==> config.mk <==
export PLATFORM = sky130hd
export DESIGN_NAME = uart_rx_os
export DESIGN_NICKNAME = d
export VERILOG_FILES = /design/src/rtl/uart_rx_os.sv
export SDC_FILE = /design/constraint.sdc
export NUM_CORES = 1
export LEC_CHECK = 0
export CAP_MARGIN = 10
export CORE_MARGIN = 2
export CORE_UTILIZATION = 49
export DETAILED_ROUTE_END_ITERATION = 6
export PLACE_DENSITY = 0.73
export SYNTH_ARGS = -nofsm -noshare
export SYNTH_HDL_FRONTEND = slang
export SYNTH_SLANG_ARGS = --single-unit
export TNS_END_PERCENT = 100
==> constraint.sdc <==
create_clock -name clk_i -period 2 [get_ports clk_i]
set_input_delay 0.5 -clock clk_i [delete_from_list [all_inputs] [get_ports clk_i]]
set_output_delay 0.5 -clock clk_i [all_outputs]
set_load 0.05 [all_outputs]
==> src/rtl/uart_rx_os.sv <==
// Oversampling UART receiver with a one-entry valid/ready output buffer.
// Define UART_RX_MAJORITY_EN for 3-sample majority voting around mid-bit.
module uart_rx_os #(
    parameter int unsigned clk_per_tick_p = 4,
    parameter int unsigned os_ratio_p     = 16,
    parameter int unsigned data_bits_p    = 8,
    parameter int unsigned parity_p       = 0,
    parameter int unsigned stop_bits_p    = 1,
    parameter int unsigned sync_stages_p  = 2
) (
    input  logic                   clk_i,
    input  logic                   reset_n_i,
    input  logic                   rx_i,
    output logic [data_bits_p-1:0] rx_data_o,
    output logic                   rx_v_o,
    input  logic                   rx_ready_i,
    output logic                   parity_err_o,
    output logic                   frame_err_o,
    output logic                   break_o,
    output logic                   overrun_o,
    output logic                   busy_o
);

    localparam int unsigned TK_W = (clk_per_tick_p > 1) ? $clog2(clk_per_tick_p) : 1;
    localparam int unsigned PH_W = $clog2(os_ratio_p);
    localparam int unsigned BC_W = $clog2(data_bits_p + 1);
    localparam int unsigned MID  = os_ratio_p / 2;

    typedef enum logic [2:0] {
        S_IDLE,
        S_START,
        S_DATA,
        S_PARITY,
        S_STOP,
        S_WAIT_IDLE
    } state_t;

    state_t state_q, state_d;

    logic [sync_stages_p-1:0] sync_q;
    logic                     rx_s;
    logic                     rx_prev_q;
    logic                     fall;

    logic [TK_W-1:0]          tick_cnt_q;
    logic [PH_W-1:0]          phase_q;
    logic                     tick;
    logic                     bit_end;
    logic                     samp_en;
    logic                     samp_bit;

    logic [BC_W-1:0]          bit_cnt_q;
    logic [data_bits_p-1:0]   shreg_q;
    logic                     par_q;
    logic                     stop_cnt_q;
    logic                     stop_low_q;
    logic                     commit;

    logic                     frame_now;
    logic                     perr_now;
    logic                     brk_now;

    // Reset to 0 so a line already low at release never looks like a falling edge.
    always_ff @(posedge clk_i or negedge reset_n_i) begin
        if (!reset_n_i) begin
            sync_q    <= '0;
            rx_prev_q <= 1'b0;
        end else begin
            sync_q    <= {sync_q[sync_stages_p-2:0], rx_i};
            rx_prev_q <= rx_s;
        end
    end

    assign rx_s = sync_q[sync_stages_p-1];
    assign fall = rx_prev_q & ~rx_s;

    assign tick    = (tick_cnt_q == TK_W'(clk_per_tick_p - 1));
    assign bit_end = tick && (phase_q == PH_W'(os_ratio_p - 1));

    // A sample "at phase p" is taken on the tick that moves the counter to p.
`ifdef UART_RX_MAJORITY_EN
    logic maj_a_q, maj_b_q;

    always_ff @(posedge clk_i or negedge reset_n_i) begin
        if (!reset_n_i) begin
            maj_a_q <= 1'b0;
            maj_b_q <= 1'b0;
        end else begin
            if (tick && (phase_q == PH_W'(MID - 2))) maj_a_q <= rx_s;
            if (tick && (phase_q == PH_W'(MID - 1))) maj_b_q <= rx_s;
        end
    end

    assign samp_en  = tick && (phase_q == PH_W'(MID));
    assign samp_bit = (maj_a_q & maj_b_q) | (maj_a_q & rx_s) | (maj_b_q & rx_s);
`else
    assign samp_en  = tick && (phase_q == PH_W'(MID - 1));
    assign samp_bit = rx_s;
`endif

    always_ff @(posedge clk_i or negedge reset_n_i) begin
        if (!reset_n_i) begin
            state_q <= S_IDLE;
        end else begin
            state_q <= state_d;
        end
    end

    always_comb begin
        state_d = state_q;
        commit  = 1'b0;
        case (state_q)
            S_IDLE: begin
                if (fall) state_d = S_START;
            end
            S_START: begin
                if (samp_en && samp_bit) state_d = S_IDLE;
                else if (bit_end)        state_d = S_DATA;
            end
            S_DATA: begin
                if (bit_end && (bit_cnt_q == BC_W'(data_bits_p - 1)))
                    state_d = (parity_p != 0) ? S_PARITY : S_STOP;
            end
            S_PARITY: begin
                if (bit_end) state_d = S_STOP;
            end
            S_STOP: begin
                if (samp_en && (stop_cnt_q == (stop_bits_p == 2))) begin
                    commit  = 1'b1;
                    state_d = samp_bit ? S_IDLE : S_WAIT_IDLE;
                end
            end
            S_WAIT_IDLE: begin
                if (rx_s) state_d = S_IDLE;
            end
            default: state_d = S_IDLE;
        endcase
    end

    always_ff @(posedge clk_i or negedge reset_n_i) begin
        if (!reset_n_i) begin
            tick_cnt_q <= '0;
            phase_q    <= '0;
            bit_cnt_q  <= '0;
            shreg_q    <= '0;
            par_q      <= 1'b0;
            stop_cnt_q <= 1'b0;
            stop_low_q <= 1'b0;
        end else begin
            if (state_q == S_IDLE) begin
                tick_cnt_q <= '0;
                phase_q    <= '0;
            end else if (tick) begin
                tick_cnt_q <= '0;
                phase_q    <= phase_q + PH_W'(1);
            end else begin
                tick_cnt_q <= tick_cnt_q + TK_W'(1);
            end

            if (state_q != S_DATA)  bit_cnt_q <= '0;
            else if (bit_end)       bit_cnt_q <= bit_cnt_q + BC_W'(1);

            if ((state_q == S_DATA) && samp_en)
                shreg_q <= {samp_bit, shreg_q[data_bits_p-1:1]};

            if ((state_q == S_PARITY) && samp_en)
                par_q <= samp_bit;

            if (state_q != S_STOP) begin
                stop_cnt_q <= 1'b0;
                stop_low_q <= 1'b0;
            end else begin
                if (bit_end)              stop_cnt_q <= 1'b1;
                if (samp_en && !samp_bit) stop_low_q <= 1'b1;
            end
        end
    end

    assign frame_now = stop_low_q | ~samp_bit;
    assign perr_now  = (parity_p != 0) && ((^shreg_q ^ par_q) != (parity_p == 1));
    assign brk_now   = frame_now && (shreg_q == '0) && ((parity_p == 0) || !par_q);

    always_ff @(posedge clk_i or negedge reset_n_i) begin
        if (!reset_n_i) begin
            rx_data_o    <= '0;
            rx_v_o       <= 1'b0;
            parity_err_o <= 1'b0;
            frame_err_o  <= 1'b0;
            break_o      <= 1'b0;
            overrun_o    <= 1'b0;
        end else begin
            overrun_o <= 1'b0;
            if (commit) begin
                if (!rx_v_o || rx_ready_i) begin
                    rx_data_o    <= shreg_q;
                    rx_v_o       <= 1'b1;
                    parity_err_o <= perr_now;
                    frame_err_o  <= frame_now;
                    break_o      <= brk_now;
                end else begin
                    overrun_o <= 1'b1;
                end
            end else if (rx_v_o && rx_ready_i) begin
                rx_v_o <= 1'b0;
            end
        end
    end

    assign busy_o = (state_q != S_IDLE);

endmodule
**After elaboration in Yosys (flattened, before gate mapping)**

Cells that the tools add are included.

- Flip-flop bits (word level): 38
- Bits in latches: 0
- Bits in writable memories: 0
- Bits in read-only memories: 0
- Bits of input ports: 4
- Logic and storage cells: 88
- Memories: 0

- $add $sub $neg: 3
- $mul: 0
- Divide/modulo/power cells: 0
- $lt $le $gt $ge: 0
- Equality and inequality tests: 18
- Shift-type cells: 0
- Multiplexer cells: 26
- Bitwise gates (word level): 4
- Reduce and logical (&&, ||, !) cells: 23

Operators by type and width:

| kind | count |
|---|---|
| two-way mux 3 bit | 8 |
| case mux 3 bit (6 select lines) | 1 |
| two-way mux 4 bit | 4 |
| two-way mux 1 bit | 11 |
| != test 2 bit (second input constant) | 5 |
| nonzero test 2 bit | 5 |
| logical AND 1 bit | 9 |
| adder 4 x 1 -> 4 bit (second input constant) | 2 |
| equality test 4 x 3 -> 1 bit (second input constant) | 2 |
| zero test 8 bit | 1 |
| equality test 3 x 2 -> 1 bit (second input constant) | 2 |
| equality test 3 bit (second input constant) | 2 |
| != test 3 bit (second input constant) | 2 |
| AND reduction 6 bit | 1 |
| equality test 4 bit (second input constant) | 1 |
| two-way mux 2 bit | 2 |
| AND reduction 2 bit | 2 |
| equality test 3 x 1 -> 1 bit (second input constant) | 1 |
| zero test 3 bit | 1 |
| != test 3 x 2 -> 1 bit (second input constant) | 1 |
| nonzero test 3 bit | 1 |
| adder 2 x 1 -> 2 bit (second input constant) | 1 |
| equality test 2 bit (second input constant) | 1 |
| zero test 1 bit | 2 |
| 5 further kinds | 6 |

**Longest topological paths before layout**

Gate-level depths: netlist of run 1.

- Depth after elaboration: 7
- Gate-level depth with buffers: 8
- Mapped depth without buffers: 6

**Worst setup path before layout of run 1**

OpenSTA, ideal clock, no wires.

- Path type: register to register
- Start point: register tick_cnt_q[0]
- End point: register rx_data_o[0]
- Setup time: 0.125 ns
- Arrival: 1.890 ns
- Required time: 1.875 ns
- Setup slack: -0.015 ns
- Cell stages (with the launch flop): 8
- Period minus slack after synthesis: 2.015 ns
- Path through: dfrtp_1 > ha_1 > clkbuf_1 > nand4b_1 > or3_4 > nor2b_4 > buf_8 > mux2_4

- Longest elaborated chain between the ends: 6

RTL lines:

| element | line | text |
|---|---|---|
| start, declared | 45 | `logic [TK_W-1:0] tick_cnt_q;` |
| start signal, assigned | 157 | `tick_cnt_q <= tick_cnt_q + TK_W'(1);` |
| equality test 2 bit | 77 | `assign tick = (tick_cnt_q == TK_W'(clk_per_tick_p - 1));` |
| logical AND 1 bit | 97 | `assign samp_en = tick && (phase_q == PH_W'(MID - 1));` |
| logical AND 1 bit | 128 | `if (samp_en && (stop_cnt_q == (stop_bits_p == 2))) begin` |
| two-way mux 1 bit | 128 |  |
| two-way mux 1 bit | 112 | `case (state_q)` |
| AND reduction 2 bit (no line) | n/a |  |
| end signal, assigned | 195 | `rx_data_o <= shreg_q;` |
| end, declared | 14 | `output logic [data_bits_p-1:0] rx_data_o,` |

No other way between the ends.
A chain may end at the register's enable or synchronous reset.

**Worst setup path after layout of run 1**

- Start point: register state_q[1]
- End point: register rx_data_o[3]

- Longest elaborated chain between the ends: 3

RTL lines:

| element | line | text |
|---|---|---|
| start, declared | 38 | `state_t state_q, state_d;` |
| start signal, assigned | 105 | `state_q <= state_d;` |
| equality test 3 bit | 112 |  |
| two-way mux 1 bit | 112 |  |
| AND reduction 2 bit (no line) | n/a |  |

No other way between the ends.

==> flow_summary.json, run 1 <==
{
  "run_status": "complete, no violations",
  "io_buffers": 16,
  "place_area_um2": 1900,
  "antenna_found_initial": 0,
  "yosys_warnings": 0,
  "design.core.area_um2": 3310,
  "wl_um": 2930,
  "insertion_delay_ns": 0.35,
  "ys_types": 37,
  "pwr-share-comb_pct": 18.2,
  "netSwitchingPower_uw": 433,
  "final-seq-area_um2": 951,
  "final_nets": 170,
  "final_period_minus_worst_setup_slack_ns": 1.96,
  "synth_top_cell_by_area": "dfrtp_1",
  "dr_total_vias": 1063,
  "min_path_type": "in2async",
  "fin_tns_setup_ns": 0,
  "detail_placement_hpwl_um": 1960,
  "post_drt_via_cell_ratio": 5.06,
  "internal_power_mw": 1.09,
  "power.density_cell_area_nw_per_um2": 754,
  "crit-reg2reg-launch": "state_q[1]",
  "drc_violations_left": 0,
  "worst_path_max_delay_cell": "or3b_4",
  "synth.net_count": 139,
  "worstPathBufferInverterCount": 1,
  "floorplan.initialDensity_pct": 50.4,
  "ant_nets": 0,
  "numClockSinks": 38,
  "ys_ff_latch": 38,
  "synth.avg_cell_area_um2": 12.6,
  "grt_pass1_wl_um": 4970,
  "synthesis.area_um2": 1670,
  "critPathMaxFanout": 6,
  "synthArstFlopShare_pct": 100,
  "critical_path_s_largest_stage_delay_ns": 0.41,
  "row_count": 21,
  "number_of_flops_mapped_to_enable_cells_by_yosys": 0,
  "synth_cell_count_leaders": "38 x dfrtp_1, 14 x nor2_1, 12 x mux2_2",
  "clock_power_share_pct": 27.7,
  "design.portCount": 18,
  "final.setup_skew_ns": 0.0114,
  "route.detailed.wl_per_inst_um": 13.9,
  "number_of_global_route_vias_before_repair": 1042,
  "sequentialPowerShare_pct": 54.2,
  "finalWeightedCongestion": 0.773,
  "layout-area-overhead-vs-synth_pct": 21.2,
  "tightest_slew_ns": 0.501,
  "power_leakage_nw": 0.990,
  "hold_viol": 0,
  "path_class": "reg2reg",
  "worst_setup_path_startpoint": "state_q[1]",
  "cts_buffer_depth": 2,
  "power.share.switching_pct": 28.4,
  "drtIter0Drc": 46,
  "critical_path.cell_chain": "or3b_4, or3_4, nor2b_4, buf_12, mux2_2",
  "finalMaxSlewViolations": 0,
  "synth_area_leaders": "dfrtp_1 57%, mux2_2 8.1%, mux2_4 5.4%",
  "cts_buffers": 5,
  "layout-drive-gt1-share_pct": 33.5,
  "multi_input_comb_area_um2": 641,
  "cp.arrival_ns": 2.22,
  "endpoint_kind_of_the_worst_setup_timing_path": "flop",
  "dieHeight_um": 62.3,
  "path_delay_family": "simple AND/OR/NAND/NOR gates",
  "first_pass_iters": 4,
  "root_buffer": "clkbuf_4",
  "ir_drop_mv": 0.470,
  "cts_tree": "built",
  "worstPathRequired_ns": 2.25,
  "setup.worst_path.start_class": "flop",
  "clock_slew_seen_by_the_registers_of_the_worst_setup_and_hold_paths_ns": 0.12,
  "yosys_most_used_dff": "dfrtp_1",
  "cap_violations": 0,
  "finish.instance_area_um2": 2020,
  "cts_hold_buf": 0,
  "filler_cell_count": 269,
  "grt_use_total_pct": 16.7,
  "yosysMostFrequentCell": "dfrtp_1",
  "cts_htree_levels": 2,
  "fmax_mhz": 509,
  "synth_top_cell_area_share_pct": 57.0,
  "setup-violations-final": 0,
  "final.period_utilization_pct": 98.1,
  "timing.hold.ws_ns": 0.169,
  "antennaDiodeCount": 0,
  "synth_cells": 132,
  "synth-seq-area-share_pct": 57.0,
  "floorplan.die_area_um2": 3890,
  "pin_count_of_the_biggest_net_entering_global_routing": 39,
  "grt-ovfl-total": 0,
  "worst_slew_margin_rel_pct": 66.6,
  "die_w_um": 62.3
}
flip-flops by register name (all words and copies together), names as in the netlist, 2 cells and up:
name and count:
sync_q 2, state_q 3, phase_q 4, bit_cnt_q 4, tick_cnt_q 2, rx_data_o 8
shreg_q 8
power groups by stage:
stage	clock (mW)	combinational, mW	sequential [mW]
2_1_floorplan	0	0.204	0.835
3_3_place_gp	0	0.269	0.837
3_5_place_dp	0	0.277	0.842
4_1_cts	0.437	0.280	0.826
5_1_grt	0.473	0.302	0.832
6_report	0.422	0.277	0.826
final timing paths:
kind / endpoint / slack (ns) / cells past startpoint
worst max-delay path: rx_data_o[3] / 0.04 / 5
worst min-delay path: bit_cnt_q[0] / 0.17 / 2
worst max register to register: rx_data_o[3] / 0.04 / 5
worst min register to register: sync_q[1] / 0.37 / 0
max in group asynchronous: tick_cnt_q[0] / 1.50 / 2
min in group clk_i: sync_q[1] / 0.37 / 0
placed cells by master, fill, tap and decap left out, drive strengths merged:
cell type,count
nor4,2
clkdlybuf4s50,2
nand2,4
nor2b,3
or3b,1
mux2,18
a21oi,2
nand2b,4
nor2,15
xor2,3
mux2i,1
ha,3
clkinvlp,1
o211ai,1
o2111ai,2
dfrtp,38
nand4,2
dlymetal6s2s,1
o31ai,1
clkinv,1
o22ai,1
nor3,2
dlygate4sd2,3
a41o,1
inv,6
nand4b,1
clkbuf,7
and4,1
buf,24
conb,1
a32o,1
or3,2
xnor2,4
o21ai,4
a211oi,1
area by class of cell:
class / instances / share of cell area, %
clock inverter: 2 / 0.619
clock buffer: 6 / 2.54
multi-input combinational: 81 / 31.7
sequential: 38 / 47.0
timing repair buffer: 31 / 14.2
inverter: 6 / 1.11
tap: 46 / 2.85
per-layer routing:
layer / global-route usage (%) / up-vias / wire [um]
li1: - / 514 / -
met1: 23.5 / 513 / 1390
met2: 22.8 / 30 / 1300
met3: 5.80 / 6 / 167
met4: 8.61 / 0 / 65
met5: 0 / - / 0
timing repair:
item,in CTS,in global routing
gates cloned,0,1
resized for setup,3,1
pin swaps,0,2
endpoints found under the setup margin,3,3
buffers inserted,0,4
logic make-up after synthesis:
group | after synthesis | synth area share [%]
DFF | 38 | 57.0
and+or+nand+nor | 37 | 12.4
muxes | 19 | 14.1
AOI/OAI and AO/OA | 14 | 5.78
buffers and inverters | 13 | 4.58
xor gates and xnor gates | 7 | 3.68
adders and majority gates | 3 | 2.25
other | 1 | 0.225
per-stage QoR:
| stage | worst slack, ns | utilization (%) | instances | total power [mW] |
|---|---|---|---|---|
| floorplan | 0.0209 | - | 132 | 1.04 |
| global placement | 0.103 | 57.5 | 197 | 1.11 |
| detailed placement | 0.0720 | 57.5 | 197 | 1.12 |
| CTS | 0.0101 | 59.3 | 205 | 1.54 |
| global route | -0.00434 | 61.1 | 210 | 1.61 |
| finish | 0.0371 | 61.1 | 210 | 1.52 |
(Power assumes the default switching activity.)
==> run 2, diff against run 1 <==
==> constraint.sdc (replaced) <==
create_clock -name clk_i -period 2 [get_ports clk_i]
set_input_delay 0.6 -clock clk_i [delete_from_list [all_inputs] [get_ports clk_i]]
set_output_delay 0.6 -clock clk_i [all_outputs]
set_load 0.05 [all_outputs]
==> run 2 against run 1 <==
Clock skew grew 0.0032 ns. Via count shrank 2.6%. Clock power up 2%. Fmax grew 1.4%. Die area unchanged. Global-route usage rose by 0.57 points. Critical endpoint is now busy_o.
==> flow_summary.json, run 2 (same netlist as run 1, synthesis figures left out) <==
{
  "run_status": "complete, no violations",
  "cp.arrival_ns": 1.34,
  "final_core_util_pct": 59.6,
  "dr_total_vias": 1035,
  "antenna_found_initial": 0,
  "final-seq-area_um2": 951,
  "endpoint_kind_of_the_worst_setup_timing_path": "output pin",
  "power_leakage_nw": 0.954,
  "post_layout_nonfiller_instances": 208,
  "setup.worst_path.start_class": "flop",
  "design.portCount": 18,
  "post_drt_via_cell_ratio": 4.98,
  "dieHeight_um": 62.3,
  "route.detailed.wl_per_inst_um": 14.2,
  "cts_tree": "built",
  "ant_nets": 0,
  "final.setup_skew_ns": 0.0146,
  "design.core.area_um2": 3310,
  "cts_buffer_depth": 2,
  "min_path_type": "in2async",
  "path_class": "reg2out",
  "fin_tns_setup_ns": 0,
  "grt_setup_unrepaired": "yes",
  "fmax_mhz": 517,
  "die_w_um": 62.3,
  "ir_drop_mv": 0.599,
  "number_of_global_route_vias_before_repair": 1068,
  "hold_viol": 0,
  "root_buffer": "clkbuf_4",
  "filler_cell_count": 285,
  "cap_violations": 0,
  "first_pass_iters": 5,
  "multi_input_comb_area_um2": 652,
  "io_buffers": 16,
  "critPathMaxFanout": 5,
  "commonest_non_fill_non_tap_cell_in_the_layout": "dfrtp_1",
  "drtIter0Drc": 41,
  "finalWeightedCongestion": 0.775,
  "grt_pass1_wl_um": 5200,
  "detail_placement_hpwl_um": 2050,
  "cts_hold_buf": 0,
  "clock_slew_seen_by_the_registers_of_the_worst_setup_and_hold_paths_ns": 0.12,
  "setup-violations-final": 0,
  "grt_use_total_pct": 17.3,
  "final.period_utilization_pct": 96.8,
  "power.density_cell_area_nw_per_um2": 789,
  "insertion_delay_ns": 0.35,
  "cts_buffers": 5,
  "finalMaxSlewViolations": 0,
  "final_nets": 168,
  "layout-area-overhead-vs-synth_pct": 18.4,
  "drc_violations_left": 0,
  "worstPathRequired_ns": 1.40,
  "floorplan.initialDensity_pct": 50.4,
  "final_cell_mix": "38 x dfrtp_1, 24 x buf_4, 14 x nor2_1",
  "critical_path_s_largest_stage_delay_ns": 0.42,
  "layout_top_registers": "rx_data_o x8, shreg_q x8",
  "grt-ovfl-total": 0,
  "antennaDiodeCount": 0,
  "worstPathBufferInverterCount": 3,
  "cts_htree_levels": 2,
  "placed_cells_incl_taps": 198,
  "numClockSinks": 38,
  "path_delay_family": "flip-flops",
  "timing.hold.ws_ns": 0.274,
  "critical_path.cell_chain": "buf_6, nor3_4, inv_1, buf_6",
  "worst_path_most_repeated_cell": "buf_6",
  "wl_um": 2950,
  "worst_path_max_delay_cell": "dfrtp_1",
  "floorplan.die_area_um2": 3890,
  "final_period_minus_worst_setup_slack_ns": 1.94,
  "pin_count_of_the_biggest_net_entering_global_routing": 39,
  "layout-drive-gt1-share_pct": 35.8,
  "row_count": 21
}
==> run 2: cell count changes in the layout (fill, tap and decap cells not counted) <==
cell            previous run  this run
buf_6                      0         2
buf_4                     21        24
nor3_4                     0         1
dlymetal6s2s_1             1         0
dlygate4sd2_1              3         0
buf_12                     2         0
clkbuf_16                  1         0
nor3_1                     2         1
==> run 2: power by group <==
part | leakage, nW | total [mW] | switching (mW) | internal, mW
combinational | 0.400 | 0.303 | 0.169 | 0.134
sequential | 0.520 | 0.826 | 0.0217 | 0.804
clock | 0.0343 | 0.429 | 0.260 | 0.169
total | 0.954 | 1.56 | 0.451 | 1.11
==> run 2: path summary, 6_finish.rpt <==
kind | start | to | slack, ns | cells past startpoint
worst max-delay path | state_q[1] | busy_o | 0.06 | 4
worst min-delay path | reset_n_i | bit_cnt_q[2] | 0.27 | 2
worst max register to register | state_q[2] | state_q[0] | 0.07 | 5
worst min register to register | sync_q[0] | sync_q[1] | 0.37 | 0
max in group asynchronous | reset_n_i | state_q[0] | 1.40 | 2
min in group clk_i | sync_q[0] | sync_q[1] | 0.37 | 0
==> run 2: metrics by stage <==
| step | power (mW) | area, um2 | setup slack, ns |
|---|---|---|---|
| after detailed placement | 1.12 | 1880 | 0.0377 |
| after global placement | 1.11 | 1880 | 0.0739 |
| final | 1.56 | 1970 | 0.0648 |
| after CTS | 1.55 | 1950 | 0.00912 |
| after floorplan | 1.04 | 1670 | 0.0209 |
| after global routing | 1.65 | 1970 | -0.0110 |
==> run 2: area by class of cell <==
cell class / instances / share of cell area [%]
Sequential cell: 38 / 48.2
Inverter: 6 / 1.14
Clock buffer: 6 / 2.60
Clock inverter: 2 / 0.634
Multi-Input combinational cell: 81 / 33.0
Tap cell: 46 / 2.92
Timing Repair Buffer: 29 / 11.5
==> run 2: what timing repair did <==
item                       CTS  global route
pin swaps                    0             1
setup buffers                0             2
gates resized for setup      1             3
setup endpoints to repair    1             2
==> run 2: layer usage <==
| layer | GRT usage (%) | part of all wire (%) | up-vias |
|---|---|---|---|
| li1 | - | - | 511 |
| met1 | 23.9 | 51 | 503 |
| met2 | 26.2 | 44 | 16 |
| met3 | 3.44 | 3.3 | 5 |
| met4 | 8.33 | 2.0 | 0 |
| met5 | 0 | 0 | - |
